File: src/rtl/ram_loader.sv
// ram_loader: assembles a little-endian byte stream into 16-bit words and
// writes them to consecutive RAM addresses, arbitrating the RAM port against
// a CPU that owns it whenever the loader is idle.
//
// Ports:
//   clk, rst            single clock, synchronous active-high reset
//   start, base, len    one-cycle load request; base/len sampled when accepted
//   abort               cancels an active load (ignored in IDLE and DONE)
//   byte_in/byte_valid  byte stream input; byte_ready is the loader's side
//   cpu_addr/din/we     CPU-side RAM request, forwarded only while idle
//   cpu_stall           high while the CPU is locked out of the RAM
//   ram_addr/din/we     RAM port
//   busy, done          status; done pulses once on normal completion
//   sum                 mod-2^16 sum of words written by the current/last load
//   state_dbg           current FSM state encoding, for observation only
//
// Handshake: a byte moves on a rising edge where byte_valid and byte_ready
// are both high. byte_ready depends only on the state, never on byte_valid,
// and byte_valid may be raised or dropped freely by the source.
`timescale 1ns/1ps
module ram_loader #(
  parameter int DW = 16,   // must be 16: a word is exactly two bytes
  parameter int AW = 13
) (
  input  logic          clk,
  input  logic          rst,
  input  logic          start,
  input  logic [AW-1:0] base,
  input  logic [AW-1:0] len,
  input  logic          abort,
  input  logic [7:0]    byte_in,
  input  logic          byte_valid,
  output logic          byte_ready,
  input  logic [AW-1:0] cpu_addr,
  input  logic [DW-1:0] cpu_din,
  input  logic          cpu_we,
  output logic          cpu_stall,
  output logic [AW-1:0] ram_addr,
  output logic [DW-1:0] ram_din,
  output logic          ram_we,
  output logic          busy,
  output logic          done,
  output logic [DW-1:0] sum,
  output logic [2:0]    state_dbg
);

  typedef enum logic [2:0] {
    IDLE = 3'd0,
    LO   = 3'd1,
    HI   = 3'd2,
    WR   = 3'd3,
    DONE = 3'd4
  } state_t;

  state_t        state;
  logic [AW-1:0] base_q;
  logic [AW-1:0] len_q;
  logic [AW-1:0] idx;
  logic [7:0]    lo_q;
  logic [7:0]    hi_q;
  logic [DW-1:0] word_q;   // last word that went through WR
  logic [DW-1:0] sum_q;
  logic [AW-1:0] idx_next;
  logic [DW-1:0] word_now;

  assign idx_next = idx + AW'(1);
  assign word_now = {hi_q, lo_q};

  always_ff @(posedge clk) begin
    if (rst) begin
      state  <= IDLE;
      base_q <= '0;
      len_q  <= '0;
      idx    <= '0;
      lo_q   <= '0;
      hi_q   <= '0;
      word_q <= '0;
      sum_q  <= '0;
    end else begin
      case (state)
        IDLE: begin
          if (start) begin
            base_q <= base;
            len_q  <= len;
            idx    <= '0;
            sum_q  <= '0;
            state  <= (len == '0) ? DONE : LO;
          end
        end
        LO: begin
          if (abort) begin
            state <= IDLE;
          end else if (byte_valid) begin
            lo_q  <= byte_in;
            state <= HI;
          end
        end
        HI: begin
          if (abort) begin
            state <= IDLE;
          end else if (byte_valid) begin
            hi_q  <= byte_in;
            state <= WR;
          end
        end
        WR: begin
          // An abort here cancels the write that would happen this cycle,
          // so the word is not counted in sum either.
          if (abort) begin
            state <= IDLE;
          end else begin
            word_q <= word_now;
            sum_q  <= sum_q + word_now;
            idx    <= idx_next;
            state  <= (idx_next == len_q) ? DONE : LO;
          end
        end
        DONE: begin
          state <= IDLE;
        end
        default: begin
          state <= IDLE;
        end
      endcase
    end
  end

  // RAM port mux: the CPU owns it in IDLE, the loader everywhere else.
  always_comb begin
    ram_addr = base_q + idx;
    ram_din  = word_q;
    ram_we   = 1'b0;
    case (state)
      IDLE: begin
        ram_addr = cpu_addr;
        ram_din  = cpu_din;
        ram_we   = cpu_we;
      end
      WR: begin
        ram_din = word_now;
        ram_we  = ~abort;
      end
      default: begin
      end
    endcase
  end

  assign byte_ready = (state == LO) || (state == HI);
  assign busy       = (state != IDLE);
  assign done       = (state == DONE);
  assign cpu_stall  = busy;
  assign sum        = sum_q;
  assign state_dbg  = state;

endmodule

File: config.mk
export PLATFORM = sky130hd
export DESIGN_NAME = ram_loader
export DESIGN_NICKNAME = d
export VERILOG_FILES = /design/src/rtl/ram_loader.sv
export SDC_FILE = /design/constraint.sdc
export NUM_CORES = 1
export LEC_CHECK = 0
export BUFFER_PORTS_ARGS = -buffer_cell sky130_fd_sc_hd__buf_2
export CAP_MARGIN = 20
export CORE_ASPECT_RATIO = 0.9
export CORE_MARGIN = 2
export CORE_UTILIZATION = 55
export CTS_CLUSTER_SIZE = 16
export DETAILED_ROUTE_END_ITERATION = 7
export MAX_ROUTING_LAYER = met4
export PLACE_DENSITY = 0.89
export SLEW_MARGIN = 20
export SYNTH_ARGS = -nofsm -noshare
export SYNTH_HDL_FRONTEND = slang
export SYNTH_SLANG_ARGS = --single-unit
File: constraint.sdc
create_clock -name clk -period 3 [get_ports clk]
set_clock_uncertainty 0.15 [all_clocks]
set_input_delay 0.45 -clock clk [delete_from_list [all_inputs] [get_ports clk]]
set_output_delay 0.45 -clock clk [all_outputs]
set_load 0.01 [all_outputs]
==> results.py, run 1 <==
metrics = {
    "setup_path": {
        "setup.worst_path.end_class": "primary output",
        "slowest_stage": "dfxtp_2",
        "crit_type": "reg -> out",
        "slowest_delay_ns": 0.35,
        "path_max_fanout": 3,
        "rrSetupSlack_ns": 0.25,
        "crit_required_ns": 2.40,
        "startpoint_type": "flop",
        "arrival_ns": 2.58,
        "crit_chain": "ha_4 -> inv_2 -> fa_2 -> nor2b_1 -> o21a_1 -> o21ai_2 -> a211oi_2 -> o221a_2 -> or3_1 -> a31oi_1 -> buf_2",
        "r2r_cells": 9,
        "r2r_end": "sum[8]",
        "critPathLaunch": "base_q[0]",
        "r2r_start": "lo_q[0]",
    },
    "die": {
        "dieHeight_um": 97.7,
        "start_util_pct": 56.1,
        "num_io_pins": 122,
        "die_area_um2": 10600,
        "core_um2": 9570,
        "rows": 34,
        "die_w_um": 108,
    },
    "placed_design": {
        "pre_cts_ws_ns": 0.137,
        "place_congestion": 0.889,
        "portBuffers": 121,
        "dp_hpwl_um": 10100,
    },
    "global_route": {
        "overflow": 0,
        "antenna_found_initial": 0,
        "grtUsageTotal_pct": 28.0,
        "grt_max_degree": 48,
        "grt_pass1_vias": 4835,
        "grt_pass1_wl_um": 23300,
    },
    "min_path": {
        "hold_class": "in -> reg",
        "whs_endpoint": "base_q[1]",
        "min_path_cells": 3,
        "min-delay-start": "base[1]",
    },
    "route": {
        "routed_wl_um": 14500,
        "postRouteAntennaNets": 0,
        "wl_per_cell_um": 15.4,
        "drtIter0Drc": 548,
        "vias_per_cell": 5.81,
        "first_pass_iters": 5,
        "drc": 0,
        "vias": 5484,
    },
    "status": {
        "violations": "negative setup slack",
        "status": "finished, violations left",
    },
    "clock_network": {
        "clkLatencyLatePin_ns": 0.36,
        "ctsHtreeMaxLevel": 3,
        "clockBufferDepth": 2,
        "clock-root-buffer": "clkbuf_8",
        "cts_hold_buf": 0,
        "path_clk_slew_ns": 0.10,
        "numClockSinks": 90,
        "cts_tree": "yes",
        "cts_buffers": 9,
    },
    "timing": {
        "worst_slack_ns": -0.184,
        "relSlewSlack_pct": 49.8,
        "setup_viol": 2,
        "finalCriticalPeriod_ns": 3.18,
        "grt_setup_unrepaired": "yes",
        "maxSlewViolCount": 0,
        "finalCritPeriodShare_pct": 106,
        "worst_pin_slew_ns": 0.753,
        "hold_viol_final": 0,
        "max_clock_freq_mhz": 314,
    },
    "pwr": {
        "power.density_nw_per_um2": 422,
        "power_mw": 2.70,
        "ir_worst_vdd_uv": 261,
        "p_leak_nw": 3.06,
    },
    "synth": {
        "synth_nets": 798,
        "synth_edf_count": 0,
        "yosys.cell_types.count": 57,
        "netlist_area_um2": 5370,
        "synthArstFlopShare_pct": 0,
        "synth_seq_area_share_pct": 33.6,
        "ys_ff_latch": 90,
        "avgSynthCellArea_um2": 7.68,
        "postSynthCellCount": 699,
        "synth_ff_type": "dfxtp_1",
        "yosys_warnings": 0,
    },
    "finish": {
        "n_fill_cell": 791,
        "area_delta_synth_final_pct": 19.2,
        "drive_gt1_share_pct": 22.4,
        "n_antenna_cell": 0,
        "nets": 912,
    },
    "job": {
        "cap_violations": 0,
    },
}
layout by cell type, fill, tap and decap left out, types with 6 or more instances in the layout:
cell type	instances
a21oi_1	76
dfxtp_1	86
ha_1	26
nand3_1	23
buf_4	19
nand2_1	156
xor2_1	15
a22oi_1	20
a22o_1	7
buf_2	121
o21ai_0	20
nor2_1	59
xnor2_1	23
nand2b_1	6
clkbuf_8	9
nor3_1	11
a21o_1	11
mux2i_1	21
routing by layer:
| metal | GRT usage (%) | vias up | routed length (um) |
|---|---|---|---|
| met1 | 39.4 | 2519 | 6560 |
| met3 | 3.29 | 25 | 1050 |
| li1 | - | 2690 | - |
| met5 | - | - | 0 |
| met4 | 6.61 | 0 | 263 |
| met2 | 43.1 | 250 | 6670 |
how the worst max path moves through the flow:
stage	end	slack, ns
6_report	ram_addr[12]	-0.18
5_1_grt	ram_addr[12]	-0.31
4_1_cts	ram_addr[12]	-0.18
3_5_place_dp	ram_addr[12]	0.14
3_3_place_gp	ram_addr[12]	0.18
2_1_floorplan	ram_addr[12]	0.18
timing repair:
item                                    4_1_cts  5_1_grt
buffers inserted                              2        1
endpoints found under the hold margin         0        0
resized for setup                            12        8
endpoints found under the setup margin        5        5
pin swaps                                     7       10
sequential cells by signal (all words and copies together) (netlist names):
register   cells
sum           16
hi_q           8
word_q        16
idx           13
lo_q           8
base_q        13
state_dbg      3
len_q         13
logic make-up after synthesis:
group	share of synthesized area [%]
and+or+nand+nor	24.9
AOI/OAI and AO/OA	20.6
DFF	33.6
buffers and inverters	3.29
xor gates and xnor gates	6.20
adders and majority gates	7.27
muxes	4.13
metrics by stage:
step	utilization [%]	hold slack [ns]	std cells	TNS, ns	cell area [um2]
final	66.8	0.152	944	-0.209	6400
after global routing	66.8	0.151	944	-0.624	6400
after CTS	66.4	0.147	943	-0.269	6360
after detailed placement	63.8	0.298	925	0	6110
after global placement	63.8	0.293	925	0	6110
after floorplan	-	0.287	699	0	5370
Yosys cell counts, types with 5 or more instances:
cell type	n	area share (%)
a22o_1	7	1.1
nor2_1	60	4.2
o21ai_0	23	2.1
mux2i_1	21	3.9
dfxtp_1	90	34
buf_2	5	0.47
nand2_1	156	11
inv_1	6	0.42
and2_1	5	0.58
nand3_1	23	2.1
o21a_1	5	0.70
or3_1	5	0.58
a21oi_1	77	7.2
nor3_1	13	1.2
xnor2_1	23	3.8
clkbuf_1	30	2.1
nor2b_1	5	0.58
a31oi_1	6	0.70
xor2_1	15	2.4
ha_1	28	6.5
o211ai_1	5	0.70
a22oi_1	20	2.8
nand2b_1	6	0.70
a21o_1	11	1.5
nor4_1	5	0.58
critical path, delay by kind of cell (launching register included):
family                   cells  cell delay, ns
AO/OA/AOI/OAI                5            0.92
adder cells (fa/ha/maj)      2            0.36
buffers and inverters        2            0.21
flip-flops                   1            0.35
AND/OR/NAND/NOR              2            0.39
area by class of cell:
type / count / area (um2) / area share [%]
Inverter: 7 / 26.3 / 0.411
Clock buffer: 9 / 124 / 1.94
Clock inverter: 7 / 71.3 / 1.11
Multi-Input combinational cell: 565 / 3460 / 54.1
Sequential cell: 90 / 1810 / 28.2
Tap cell: 126 / 158 / 2.46
Timing Repair Buffer: 140 / 748 / 11.7
power breakdown:
| part | internal (mW) | switching [mW] |
|---|---|---|
| logic | 0.236 | 0.368 |
| clock network | 0.325 | 0.490 |
| registers | 1.24 | 0.0445 |
| total | 1.80 | 0.903 |
No activity file was read; power rests on OpenSTA's default activity.
==> run 2, diff against run 1 <==
--- a/config.mk
+++ b/config.mk
@@ -9,11 +9,11 @@
 export CAP_MARGIN = 20
 export CORE_ASPECT_RATIO = 0.9
 export CORE_MARGIN = 2
-export CORE_UTILIZATION = 55
+export CORE_UTILIZATION = 49
 export CTS_CLUSTER_SIZE = 16
 export DETAILED_ROUTE_END_ITERATION = 7
 export MAX_ROUTING_LAYER = met4
-export PLACE_DENSITY = 0.89
+export PLACE_DENSITY = 0.84
 export SLEW_MARGIN = 20
 export SYNTH_ARGS = -nofsm -noshare
 export SYNTH_HDL_FRONTEND = slang
==> constraint.sdc (replaced) <==
create_clock -name clk -period 2.6 [get_ports clk]
set_clock_uncertainty 0.15 [all_clocks]
set_input_delay 0.39 -clock clk [delete_from_list [all_inputs] [get_ports clk]]
set_output_delay 0.39 -clock clk [all_outputs]
set_load 0.01 [all_outputs]
==> run 2 against run 1 <==
  * The flow still finishes with violations (negative setup slack)
  * First-iteration DRC count down 12%
  * Via count down 1.1%
  * Die area up 12%
  * Core utilization down 4.2 points
  * Final area up 5.4%
  * Register-to-register slack worse by 0.13 ns
  * Sequential share of layout area down 1.5 points
  * Worst setup slack worse by 0.28 ns
  * Combinational power up 20%
  * Count of clock-buffer cells in the layout unchanged
  * Clock power up 58%
  * Sequential cell count unchanged
==> results.py, run 2 (synthesis gave the netlist of run 1 again) <==
metrics = {
    "finish": {
        "nets": 932,
        "layout_common_cells": "156 x nand2_1, 120 x buf_2, 87 x dfxtp_1, 74 x a21oi_1, 58 x nor2_1",
        "seq_area_um2": 1810,
        "layout_commonest_cell": "nand2_1",
        "fin_area_um2": 6740,
        "multi_input_area_um2": 3520,
        "drive_gt1_share_pct": 25.4,
        "area_delta_synth_final_pct": 25.6,
        "n_fill_cell": 896,
        "n_antenna_cell": 0,
    },
    "timing": {
        "worst_slack_ns": -0.468,
        "hold_viol_final": 0,
        "setup_viol": 8,
        "max_clock_freq_mhz": 326,
        "maxSlewViolCount": 0,
        "holdWs_ns": 0.128,
        "relSlewSlack_pct": 58.9,
        "worst_pin_slew_ns": 0.614,
        "finalCritPeriodShare_pct": 118,
        "grt_setup_unrepaired": "yes",
        "finalCriticalPeriod_ns": 3.07,
    },
    "die": {
        "core_um2": 10800,
        "rows": 36,
        "die_area_um2": 11800,
        "num_io_pins": 122,
        "dieHeight_um": 103,
        "start_util_pct": 49.9,
        "die_w_um": 114,
    },
    "setup_path": {
        "r2r_end": "sum[8]",
        "crit_type": "reg -> out",
        "arrival_ns": 2.53,
        "setup.worst_path.end_class": "primary output",
        "crit_required_ns": 2.06,
        "endpoint": "ram_addr[12]",
        "path_max_fanout": 2,
        "critPathLaunch": "idx[0]",
        "r2r_start": "sum[0]",
        "r2r_cells": 9,
        "rrSetupSlack_ns": 0.12,
        "startpoint_type": "flop",
    },
    "clock_network": {
        "clockBufferDepth": 2,
        "ctsHtreeMaxLevel": 3,
        "numClockSinks": 90,
        "cts_hold_buf": 0,
        "cts_buffers": 9,
        "clock-root-buffer": "clkbuf_16",
        "cts_tree": "yes",
        "clkLatencyLatePin_ns": 0.34,
        "path_clk_slew_ns": 0.08,
    },
    "global_route": {
        "grt_pass1_wl_um": 21900,
        "overflow": 0,
        "grt_max_degree": 46,
        "grtUsageTotal_pct": 23.7,
        "grt_pass1_vias": 4809,
        "antenna_found_initial": 0,
    },
    "route": {
        "wl_per_cell_um": 14.4,
        "drc": 0,
        "first_pass_iters": 5,
        "vias": 5422,
        "routed_wl_um": 14000,
        "drtIter0Drc": 481,
        "vias_per_cell": 5.58,
        "postRouteAntennaNets": 0,
    },
    "pwr": {
        "p_leak_nw": 3.23,
        "power.density_nw_per_um2": 517,
        "ir_worst_vdd_uv": 329,
    },
    "placed_design": {
        "dpl_cell_area_um2": 6260,
        "place_congestion": 0.894,
        "portBuffers": 121,
        "dp_hpwl_um": 10000,
    },
    "status": {
        "violations": "negative setup slack",
        "status": "finished, violations left",
    },
    "min_path": {
        "hold_class": "in -> reg",
    },
    "job": {
        "cap_violations": 0,
    },
}
## run 2: cell count changes in the layout (fill, tap and decap cells not counted), moves of 3 or more
| cell | delta |
|---|---|
| o21ai_1 | +3 |
| buf_6 | +3 |
| buf_4 | +18 |
| clkbuf_16 | +9 |
| clkinv_4 | +3 |
| o21ai_0 | -4 |
| a21oi_2 | +3 |
| clkbuf_8 | -9 |
## run 2: area by class of cell
class	instances	share of cell area, %
Clock buffer	9	3.34
Clock inverter	7	1.21
Inverter	7	0.408
Multi-Input combinational cell	565	52.3
Sequential cell	90	26.8
Tap cell	133	2.47
Timing Repair Buffer	160	13.5
## run 2: critical path: stages, from the launching register on
cell	delay [ns]
dfxtp_2	0.34
ha_4	0.16
inv_2	0.05
fa_2	0.19
nor2b_1	0.05
o21a_1	0.20
o21ai_2	0.18
a211oi_2	0.11
o221a_2	0.27
or3_4	0.38
a31oi_2	0.12
buf_2	0.14
## run 2: what timing repair did
item | CTS | global route
pin swaps | 19 | 18
setup buffers | 4 | 4
resized for setup | 23 | 13
setup endpoints to repair | 26 | 13
## run 2: how the worst min path moves through the flow
stage / startpoint / to / slack [ns] / depth (start not counted)
2_1_floorplan: word_q[0] / word_q[0] / 0.29 / 2
3_3_place_gp: word_q[3] / word_q[3] / 0.29 / 2
3_5_place_dp: word_q[0] / word_q[0] / 0.30 / 2
4_1_cts: base[1] / base_q[1] / 0.12 / 3
5_1_grt: base[3] / base_q[3] / 0.14 / 3
6_report: base[1] / base_q[1] / 0.13 / 3
## run 2: per-stage QoR
step                setup slack [ns]  instances  setup TNS (ns)  total power, mW  util (%)
finish                        -0.468        971           -1.93             3.49      62.6
global placement              -0.120        949          -0.120             2.18      58.2
detailed placement            -0.161        949          -0.161             2.20      58.2
floorplan                   -0.00880        699        -0.00880             1.93         -
CTS                           -0.481        968           -1.79             3.49      61.9
global route                  -0.565        971           -2.84             3.66      62.6
## run 2: power breakdown
part | total (mW) | switching, mW | leakage (nW) | internal (mW)
sequential | 1.47 | 0.0444 | 0.731 | 1.43
combinational | 0.726 | 0.431 | 2.35 | 0.295
clock | 1.29 | 0.606 | 0.149 | 0.683
total | 3.49 | 1.08 | 3.23 | 2.40
## run 2: routing by layer
layer / vias up / part of all wire, % / global-route usage (%)
met1: 2511 / 47 / 31.4
met5: - / 0 / -
met3: 20 / 5.0 / 3.73
li1: 2727 / - / -
met2: 164 / 46 / 37.7
met4: 0 / 1.5 / 6.75
